### src/rtl/lut3_pkg.sv
// Shared truth-table constants and the lane index helper for the LUT3 pipeline.
package lut3_pkg;

  typedef logic [7:0] tt_t;

  localparam tt_t TT_DEMO = 8'h8F;
  localparam tt_t TT_AND3 = 8'h80;
  localparam tt_t TT_OR3  = 8'hFE;
  localparam tt_t TT_XOR3 = 8'h96;
  localparam tt_t TT_MAJ3 = 8'hE8;

  // Operand a is the most significant bit of the truth-table index.
  function automatic logic [2:0] lut3_idx(input logic a, input logic b, input logic c);
    return {a, b, c};
  endfunction

endpackage

### src/rtl/lut3_pipe_stage.sv
// One elastic pipeline slot: a valid flag plus a data word, loaded when enabled.
module lut3_pipe_stage #(
  parameter int unsigned WIDTH = 1
) (
  input  logic             clk,
  input  logic             rst_n,
  input  logic             en_i,
  input  logic             valid_i,
  input  logic [WIDTH-1:0] data_i,
  output logic             valid_o,
  output logic [WIDTH-1:0] data_o
);

  logic             valid_q;
  logic [WIDTH-1:0] data_q;

  always_ff @(posedge clk or negedge rst_n) begin
    if (!rst_n) begin
      valid_q <= 1'b0;
      data_q  <= '0;
    end else if (en_i) begin
      valid_q <= valid_i;
      data_q  <= data_i;
    end
  end

  assign valid_o = valid_q;
  assign data_o  = data_q;

endmodule

### src/rtl/lut3_pipe.sv
// Runtime-programmable 3-input LUT applied per lane, carried through a
// bubble-collapsing valid/ready pipeline, with an output-change event counter.
module lut3_pipe
  import lut3_pkg::*;
#(
  parameter int unsigned WIDTH    = 1,
  parameter int unsigned LATENCY  = 2,
  parameter logic [7:0]  TT_RESET = 8'h8F,
  parameter int unsigned CNT_W    = 16
) (
  input  logic             clk,
  input  logic             rst_n,
  input  logic             cfg_we,
  input  logic [7:0]       cfg_tt,
  output logic [7:0]       tt_q,
  input  logic             in_valid,
  output logic             in_ready,
  input  logic [WIDTH-1:0] in_a,
  input  logic [WIDTH-1:0] in_b,
  input  logic [WIDTH-1:0] in_c,
  output logic             out_valid,
  input  logic             out_ready,
  output logic [WIDTH-1:0] out_x,
  input  logic             chg_clr,
  output logic [CNT_W-1:0] chg_cnt
);

  logic [7:0]       tt_d;
  logic [WIDTH-1:0] eval_x;
  logic [LATENCY-1:0] v;
  logic [LATENCY-1:0] en;
  logic [WIDTH-1:0] d [LATENCY];

  logic             out_hs;
  logic [CNT_W-1:0] chg_cnt_q, chg_cnt_d;
  logic [WIDTH-1:0] last_x_q, last_x_d;

  // The table read here is the pre-edge value, so a beat accepted together
  // with cfg_we is evaluated with the old table.
  always_comb begin
    eval_x = '0;
    for (int unsigned i = 0; i < WIDTH; i++) begin
      eval_x[i] = tt_q[lut3_idx(in_a[i], in_b[i], in_c[i])];
    end
  end

  always_comb begin
    tt_d = cfg_we ? cfg_tt : tt_q;
  end

  always_ff @(posedge clk or negedge rst_n) begin
    if (!rst_n) begin
      tt_q <= TT_RESET;
    end else begin
      tt_q <= tt_d;
    end
  end

  // A stage may load whenever it is empty or everything downstream can move.
  always_comb begin
    en = '0;
    en[LATENCY-1] = ~v[LATENCY-1] | out_ready;
    for (int unsigned k = 1; k < LATENCY; k++) begin
      en[LATENCY-1-k] = ~v[LATENCY-1-k] | en[LATENCY-k];
    end
  end

  assign in_ready = en[0];

  for (genvar k = 0; k < LATENCY; k++) begin : g_stage
    logic             vin;
    logic [WIDTH-1:0] din;

    if (k == 0) begin : g_head
      assign vin = in_valid;
      assign din = eval_x;
    end else begin : g_body
      assign vin = v[k-1];
      assign din = d[k-1];
    end

    lut3_pipe_stage #(
      .WIDTH (WIDTH)
    ) u_stage (
      .clk     (clk),
      .rst_n   (rst_n),
      .en_i    (en[k]),
      .valid_i (vin),
      .data_i  (din),
      .valid_o (v[k]),
      .data_o  (d[k])
    );
  end

  assign out_valid = v[LATENCY-1];
  assign out_x     = d[LATENCY-1];
  assign out_hs    = out_valid & out_ready;

  // Clear has priority over a coincident counted change; last_x tracks regardless.
  always_comb begin
    chg_cnt_d = chg_cnt_q;
    last_x_d  = last_x_q;
    if (out_hs) begin
      last_x_d = out_x;
      if ((out_x != last_x_q) && (chg_cnt_q != '1)) begin
        chg_cnt_d = chg_cnt_q + CNT_W'(1);
      end
    end
    if (chg_clr) begin
      chg_cnt_d = '0;
    end
  end

  always_ff @(posedge clk or negedge rst_n) begin
    if (!rst_n) begin
      chg_cnt_q <= '0;
      last_x_q  <= '0;
    end else begin
      chg_cnt_q <= chg_cnt_d;
      last_x_q  <= last_x_d;
    end
  end

  assign chg_cnt = chg_cnt_q;

endmodule

### config.mk
export PLATFORM = sky130hd
export DESIGN_NAME = lut3_pipe
export DESIGN_NICKNAME = d
export VERILOG_FILES = /design/src/rtl/lut3_pkg.sv /design/src/rtl/lut3_pipe_stage.sv /design/src/rtl/lut3_pipe.sv
export SDC_FILE = /design/constraint.sdc
export NUM_CORES = 1
export LEC_CHECK = 0
export CAP_MARGIN = 20
export CELL_PAD_IN_SITES_DETAIL_PLACEMENT = 1
export CELL_PAD_IN_SITES_GLOBAL_PLACEMENT = 1
export CORE_MARGIN = 4
export CORE_UTILIZATION = 36
export DETAILED_ROUTE_END_ITERATION = 10
export GPL_TIMING_DRIVEN = 0
export MAX_ROUTING_LAYER = met4
export PLACE_DENSITY_LB_ADDON = 0.1
export SYNTH_ARGS = -nofsm -noshare
export SYNTH_HDL_FRONTEND = slang
export SYNTH_SLANG_ARGS = --single-unit
### constraint.sdc
create_clock -name clk -period 2.7 [get_ports clk]
set_clock_uncertainty 0.2 [all_clocks]
set_input_delay 0.54 -clock clk [delete_from_list [all_inputs] [get_ports clk]]
set_output_delay 0.54 -clock clk [all_outputs]
set_load 0.005 [all_outputs]
# After elaboration in Yosys (flattened, before gate mapping)
# Cells that the tools add are included.
[op_classes] eq_ne=2 n_reduce_logical=4 n_mux=5 n_lt_le_gt_ge=1 add_sub_neg=1 bitwise=5
[op_table] cell="$mux W16" n=3
[op_table] cell="$add A16 B1 Y16 const B" n=1
[op_table] cell="$ne A16 B16 Y1 const B" n=1
[op_table] cell="$lt A3 B4 Y1 const B" n=1
[op_table] cell="$reduce_bool A2 Y1" n=2
[op_table] cell="$bmux W1 S3" n=1
[op_table] cell="$not A1 Y1" n=2
[op_table] cell="$or A1 B1 Y1" n=2
[op_table] cell="$reduce_and A2 Y1" n=1
[op_table] cell="$and A1 B1 Y1" n=1
[op_table] cell="$logic_and A1 B1 Y1" n=1
[op_table] cell="$mux W1" n=1
[op_table] cell="$ne A1 B1 Y1" n=1
[word_totals] wordCells=25 out_inout_bits=27 inputBits=17 regBits=29

# Logic depth before layout (Yosys ltp)
# Gate-level depths: netlist of the first run.
[depth] depth_word=5 ltp_mapped=6 ltp_nobuf=5

# Cells and area by module
# A second synthesis of the first run with hierarchy kept.
[unflattened] hier_cells=127 area_unflattened_um2=1451.4
[by_module_without_submodules] module="lut3_pipe" seq_area_each_um2=631.9 cells_each=119 instances=1 area_each_um2=1306.3
[by_module_without_submodules] module="lut3_pipe_stage" seq_area_each_um2=50.0 cells_each=4 instances=2 area_each_um2=72.6

# Worst setup path before layout of the first run
# OpenSTA, ideal clock, no wires.
[synth_timing] kind="register to register" startpoint="register chg_cnt_q[0] (netlist: chg_cnt[0])" endpoint="register chg_cnt_q[7] (netlist: chg_cnt[7])" setup_slack_ns=0.619 stages_incl_launch_ff=7 path_buffers=1 setup_ns=0.125 synth_period_minus_slack_ns=2.081 required_ns=2.375 t_arrival_ns=1.757 cell_sequence="dfrtp_1 > ha_1 > and4_2 > and4_2 > clkbuf_8 > nor3_1 > mux2_2"
[synth_via] elab_chain_cells=4 word_cells_on_any_way=8 classes_between="1 x add/sub; 1 x eq/ne; 3 x mux; 3 x reduce/logical"
[synth_lines] item="start: declaration" line="lut3_pipe.sv:35" rtl="logic [CNT_W-1:0] chg_cnt_q, chg_cnt_d;"
[synth_lines] item="start signal: assignment" line="lut3_pipe.sv:119" rtl="chg_cnt_q <= chg_cnt_d;"
[synth_lines] item="$add A16 B1 Y16 or $ne A16 B16 Y1 (tied branches)" line="lut3_pipe.sv:106, lut3_pipe.sv:105"
[synth_lines] item="$mux W16 or $logic_and A1 B1 Y1 (tied branches)" line="lut3_pipe.sv:105" rtl="if ((out_x != last_x_q) && (chg_cnt_q != '1)) begin"
[synth_lines] item="$mux W16 or $reduce_bool A2 Y1 (tied branches)"
[synth_lines] item="$mux W16 or $reduce_and A2 Y1 (tied branches)"
# Several ways; a longest one is shown, not always the timed one. The select of a mux whose other input is x is not followed.
# A chain may end at the register's enable or synchronous reset.

# Worst setup path in the final report of the first run
[layout_timing] startpoint="input out_ready" endpoint="output in_ready"
[layout_via] elab_chain_cells=2
[layout_lines] item="start: declaration" line="lut3_pipe.sv:22" rtl="input logic out_ready,"
[layout_lines] item="$or A1 B1 Y1" line="lut3_pipe.sv:62" rtl="en[LATENCY-1] = ~v[LATENCY-1] | out_ready;"
[layout_lines] item="$or A1 B1 Y1" line="lut3_pipe.sv:64" rtl="en[LATENCY-1-k] = ~v[LATENCY-1-k] | en[LATENCY-k];"
[layout_lines] item="end: declaration" line="lut3_pipe.sv:17" rtl="output logic in_ready,"
# Every way passes these cells.

==> flow_summary.toml, run 1 <==
[run_status]
status = "finished, final reports clean"

[setup_path]
crit_required_ns = 1.96
path_max_fanout = 4
worst-setup-path-type = "in -> out"
cp-endpoint = "in_ready"
reg2reg_to = "chg_cnt[7]"
r2r_setup_slack_ns = 0.47
critPathArrivalTime_ns = 1.73
r2r.worst_path.cells = 6
startpoint = "out_ready"
cp-end-kind = "primary output"
start_kind = "input pin"
rr_startpoint = "chg_cnt[0]"

[pwr]
cell_internal_pwr_mw = 0.813
seq_power_share_pct = 46.2
peakVddDrop_mv = 0.251
power_frac_clock_pct = 36.6
power_mw = 1.09
switching_share_pct = 25.5
p_per_area_nw_per_um2 = 513
p_switching_mw = 0.278
power.leakage_nw = 0.821
p_comb_share_pct = 17.1

[clocking]
root_buffer = "clkbuf_8"
cts_resized = 0
htreeDepth = 2
cts_sinks = 29
numCtsBuffers = 5
max-clock-path-buffers = 2
holdBufCountCts = 0
clk_latency_ns = 0.28
cts_tree = "done"
clk_pin_slew_worst_paths_ns = 0.06
cts_setup_buffers = 0

[grt]
overflow = 0
track_usage_pct = 18.0
grt_pass1_vias = 1456
grt_max_degree = 19
antenna_found_initial = 0
grt_pass1_wl_mm = 7.16

[synthesis]
ys_seq_area_share_pct = 48.3
synthFlopType = "dfrtp_1"
synth_top_cells_by_area = "dfrtp_1 (40%), mux2_2 (10%), dfstp_2 (8.7%)"
yosys_warnings = 0
yosysUniqueCellTypes = 33
ys_ff_latch = 29
synth.top_cell.area_share_pct = 39.6
synth_top_cell_by_area = "dfrtp_1"
synthCells = 137
yosysMostFrequentCell = "dfrtp_1"
syn_nets = 155
synth_edf_count = 0
synth.avg_cell_area_um2 = 11.1
async_flop_share_pct = 100
netlist_area_um2 = 1520
netlist_top_cells_count = "dfrtp_1 (24), mux2_2 (14), a21oi_1 (13)"

[cells_and_area]
n_antenna_cell = 0
drive_gt1_share_pct = 22.3
fin_area_um2 = 2130
final_util_pct = 52.8
fin_nets = 205
syn_to_final_growth_pct = 40.4

[floorplanning]
io_pins = 44
design.core.area_um2 = 4030
rows = 23
fp.dieW_um = 72.9
die-area_um2 = 5310
initial_utilization_pct = 37.6
die_y_um = 72.9

[sta]
setup_tns_ns = 0
max-slew-margin-rel_pct = 54.5
fmax_mhz = 405
grt_setup_unrepaired = "false"
drv_slew = 0
min_period_ns = 2.47
worst_pin_slew_ns = 0.680
setup_viol = 0
setup_slack_ns = 0.230
fin_crit_sh_pct = 91.5
finalHoldViolCount = 0

[placed_design]
portBuffers = 42
hpwlAfterDp_mm = 3.10
post-place-ws_ns = 0.160
place_area_um2 = 2030
gp_congestion = 0.744

[route]
drc_errors = 0
wl_mm = 4.20
routed-via-count = 1316
drt_first_pass_iters = 4
drtIter0Drc = 42
ant_nets = 0
post_drt_wl_per_cell_um = 17.6
vias_per_cell = 5.53

[min_path]
worstHoldPathType = "reg -> reg"
holdPathStages = 1

[job]
cap_violations = 0
==> cells by family after synthesis <==
| kind of cell | after synthesis | share of synthesized area, % |
|---|---|---|
| AOI/OAI and AO/OA | 25 | 9.58 |
| xor gates and xnor gates | 1 | 1.07 |
| adders and majority gates | 1 | 0.826 |
| buffers and inverters | 6 | 2.89 |
| DFF | 29 | 48.3 |
| muxes | 17 | 14.0 |
| and+or+nand+nor | 58 | 23.3 |
==> routing by layer <==
layer / vias to the layer above / global-route usage (%) / share of wire (%) / wire length (µm)
met5: - / - / 0 / 0
met4: 0 / 4.51 / 0.76 / 32
met3: 5 / 4.82 / 5.3 / 222
met2: 37 / 30.9 / 53 / 2220
met1: 659 / 20.9 / 41 / 1720
li1: 615 / - / - / -
==> power by group through the flow <==
stage               clock (mW)  sequential, mW  combinational, mW
CTS                      0.413           0.504              0.191
detailed placement           0           0.511              0.189
global placement             0           0.508              0.179
global route             0.437           0.510              0.206
floorplan                    0           0.507             0.0833
finish                   0.399           0.504              0.187
==> stage by stage <==
stage | hold slack (ns) | cells
6_report | 0.269 | 238
5_1_grt | 0.309 | 238
4_1_cts | 0.276 | 238
3_5_place_dp | 0.262 | 230
3_3_place_gp | 0.251 | 229
2_1_floorplan | 0.0444 | 137
==> worst max-delay path, cell delays in order <==
cell	delay, ns
clkdlybuf4s50_1	0.48
nand3b_1	0.18
clkdlybuf4s50_1	0.53
==> placed cells by master, fill, tap and decap left out, types with 2 or more instances in the layout <==
cell type,instances
clkdlybuf4s50_1,42
dfrtp_1,24
mux2_2,14
a21oi_1,13
nand3_1,8
nand2_1,8
clkbuf_8,8
o31ai_1,8
or4_1,6
nand4_1,5
nor2_1,5
dfstp_2,5
o21ai_0,4
or3_1,4
nor2b_1,4
nand2b_1,3
and2_2,2
buf_2,2
and4_2,2
and4_4,2
clkbuf_1,2
nor4_1,2
mux4_2,2
==> state kept, by name, summed over array words and instances, names as in the netlist <==
name	count
last_x_q	1
tt_q	8
g_stage.u_stage.valid_o	2
chg_cnt	16
g_stage.u_stage.data_o	2
==> worst min path at each step <==
| stage | slack, ns | from | endpoint |
|---|---|---|---|
| finish | 0.27 | g_stage[0].u_stage.valid_o | g_stage[1].u_stage.valid_o |
| detailed placement | 0.26 | g_stage[0].u_stage.valid_o | g_stage[1].u_stage.valid_o |
| floorplan | 0.04 | rst_n | chg_cnt[0] |
| global route | 0.31 | g_stage[0].u_stage.valid_o | g_stage[1].u_stage.valid_o |
| CTS | 0.28 | g_stage[0].u_stage.valid_o | g_stage[1].u_stage.valid_o |
| global placement | 0.25 | g_stage[0].u_stage.valid_o | g_stage[1].u_stage.valid_o |
==> cell type report <==
type                       instances  area, µm²
buffer                             6       43.8
multi-input combinational        102        739
timing repair buffer              43        448
tap                               50       62.6
fill                             443       1900
clock buffer                       7       96.3
clock inverter                     1       5.00
sequential                        29        732
Note: power is estimated with default switching activity, not from simulation.
==> run 2, diff against run 1 <==
--- a/config.mk
+++ b/config.mk
@@ -6,14 +6,12 @@
 export NUM_CORES = 1
 export LEC_CHECK = 0
 export CAP_MARGIN = 20
-export CELL_PAD_IN_SITES_DETAIL_PLACEMENT = 1
-export CELL_PAD_IN_SITES_GLOBAL_PLACEMENT = 1
 export CORE_MARGIN = 4
-export CORE_UTILIZATION = 36
+export CORE_UTILIZATION = 47
 export DETAILED_ROUTE_END_ITERATION = 10
 export GPL_TIMING_DRIVEN = 0
 export MAX_ROUTING_LAYER = met4
-export PLACE_DENSITY_LB_ADDON = 0.1
+export PLACE_DENSITY = 0.85
 export SYNTH_ARGS = -nofsm -noshare
 export SYNTH_HDL_FRONTEND = slang
 export SYNTH_SLANG_ARGS = --single-unit
==> flow_summary.toml, run 2 (synthesized netlist as in run 1, its figures left out) <==
[clocking]
cts_setup_buffers = 0
root_buffer = "clkbuf_4"
cts_tree = "done"
cts_sinks = 29
cts_resized = 0
clk_pin_slew_worst_paths_ns = 0.09
max-clock-path-buffers = 2
holdBufCountCts = 0
numCtsBuffers = 5
clk_latency_ns = 0.34
htreeDepth = 2

[setup_path]
cp-endpoint = "in_ready"
critPathMaxStageDelay_ns = 0.53
path_max_fanout = 4
r2r_setup_slack_ns = 0.44
reg2reg_to = "chg_cnt[7]"
rr_startpoint = "chg_cnt[0]"
crit_family = "buffers and inverters"
crit_required_ns = 1.96
worst-path-buf-inv = 2
path_cells = "clkdlybuf4s50_1 > nand3b_1 > clkdlybuf4s50_1"
path_depth = 3
worst-setup-path-type = "in -> out"
r2r.worst_path.cells = 6
cp-end-kind = "primary output"
crit_top_cell = "clkdlybuf4s50_1"
start_kind = "input pin"
slowest_stage = "clkdlybuf4s50_1"
startpoint = "out_ready"
critPathArrivalTime_ns = 1.72

[route]
ant_nets = 0
drtIter0Drc = 62
routed-via-count = 1305
drc_errors = 0
post_drt_wl_per_cell_um = 15.4
wl_mm = 3.56
drt_first_pass_iters = 4
vias_per_cell = 5.65

[pwr]
power.leakage_nw = 0.798
power_mw = 0.962
p_per_area_nw_per_um2 = 464
peakVddDrop_mv = 0.370

[cells_and_area]
largest_reg_flops = 16
seq_area_um2 = 732
layout.cells.non_filler = 231
multiInputGateArea_um2 = 739
nFillCells = 248
n_antenna_cell = 0
final_cell_mix = "clkdlybuf4s50_1 (42), dfrtp_1 (24), mux2_2 (14), a21oi_1 (13)"
mostFrequentLayoutCell = "clkdlybuf4s50_1"
syn_to_final_growth_pct = 36.8
drive_gt1_share_pct = 21.4
fin_nets = 205

[floorplanning]
design.core.area_um2 = 3080
die_y_um = 64.8
fp.dieW_um = 64.8
io_pins = 44
die-area_um2 = 4200
initial_utilization_pct = 49.2
rows = 20

[sta]
max-slew-margin-rel_pct = 65.1
min_period_ns = 2.46
fin_crit_sh_pct = 91.2
setup_viol = 0
fmax_mhz = 406
grt_setup_unrepaired = "false"
finalHoldViolCount = 0
worst_pin_slew_ns = 0.522
setup_tns_ns = 0
drv_slew = 0
whs_ns = 0.270

[grt]
grt_pass1_vias = 1328
grt_max_degree = 22
track_usage_pct = 18.7
grt_pass1_wl_mm = 5.87
antenna_found_initial = 0
overflow = 0

[placed_design]
hpwlAfterDp_mm = 2.66
post-place-cells = 224
portBuffers = 42
gp_congestion = 0.840

[min_path]
hp-start = "g_stage[0].u_stage.valid_o"
worstHoldPathType = "reg -> reg"

[run_status]
status = "finished, final reports clean"

[job]
cap_violations = 0
==> run 2: report_power, final <==
| part | leakage [nW] | switching, mW | internal [mW] | total (mW) |
|---|---|---|---|---|
| registers | 0.366 | 0.0325 | 0.471 | 0.504 |
| clock network | 0.0314 | 0.152 | 0.123 | 0.274 |
| logic | 0.401 | 0.0736 | 0.110 | 0.184 |
==> run 2: area by class of cell <==
type                            count  area share (%)
Buffer                              6            2.11
Clock buffer                        7            2.66
Multi-Input combinational cell    102            35.7
Sequential cell                    29            35.3
Tap cell                           44            2.66
Timing Repair Buffer               43            21.6
==> run 2: worst min-delay path by stage <==
| stage | depth (start not counted) | slack [ns] | to |
|---|---|---|---|
| 4_1_cts | 1 | 0.27 | g_stage[1].u_stage.valid_o |
| 3_5_place_dp | 1 | 0.26 | g_stage[1].u_stage.valid_o |
| 3_3_place_gp | 1 | 0.24 | g_stage[1].u_stage.valid_o |
| 6_report | 1 | 0.27 | g_stage[1].u_stage.valid_o |
| 2_1_floorplan | 0 | 0.04 | chg_cnt[0] |
| 5_1_grt | 1 | 0.29 | g_stage[1].u_stage.valid_o |
==> run 2: routing by layer <==
layer	vias to the layer above	share of wire [%]	track usage (%)
li1	622	-	-
met1	631	44	22.5
met2	48	47	29.2
met5	-	0	-
met3	4	7.9	7.45
met4	0	0.90	5.28
==> run 2: worst reg2reg max path, stage by stage, from the launching register on <==
cell and delay [ns]:
dfrtp_1 0.45, ha_1 0.27, and4_2 0.29, and4_2 0.22, clkbuf_8 0.16, nor3_1 0.20
mux2_2 0.35
==> run 2: stage by stage <==
| stage | utilization (%) | worst slack [ns] | area (µm²) |
|---|---|---|---|
| floorplan | - | 0.619 | 1520 |
| finish | 67.4 | 0.238 | 2070 |
| global route | 67.4 | 0.184 | 2070 |
| CTS | 67.4 | 0.232 | 2070 |
| detailed placement | 65.6 | 0.204 | 2020 |
| global placement | 64.7 | 0.224 | 1990 |
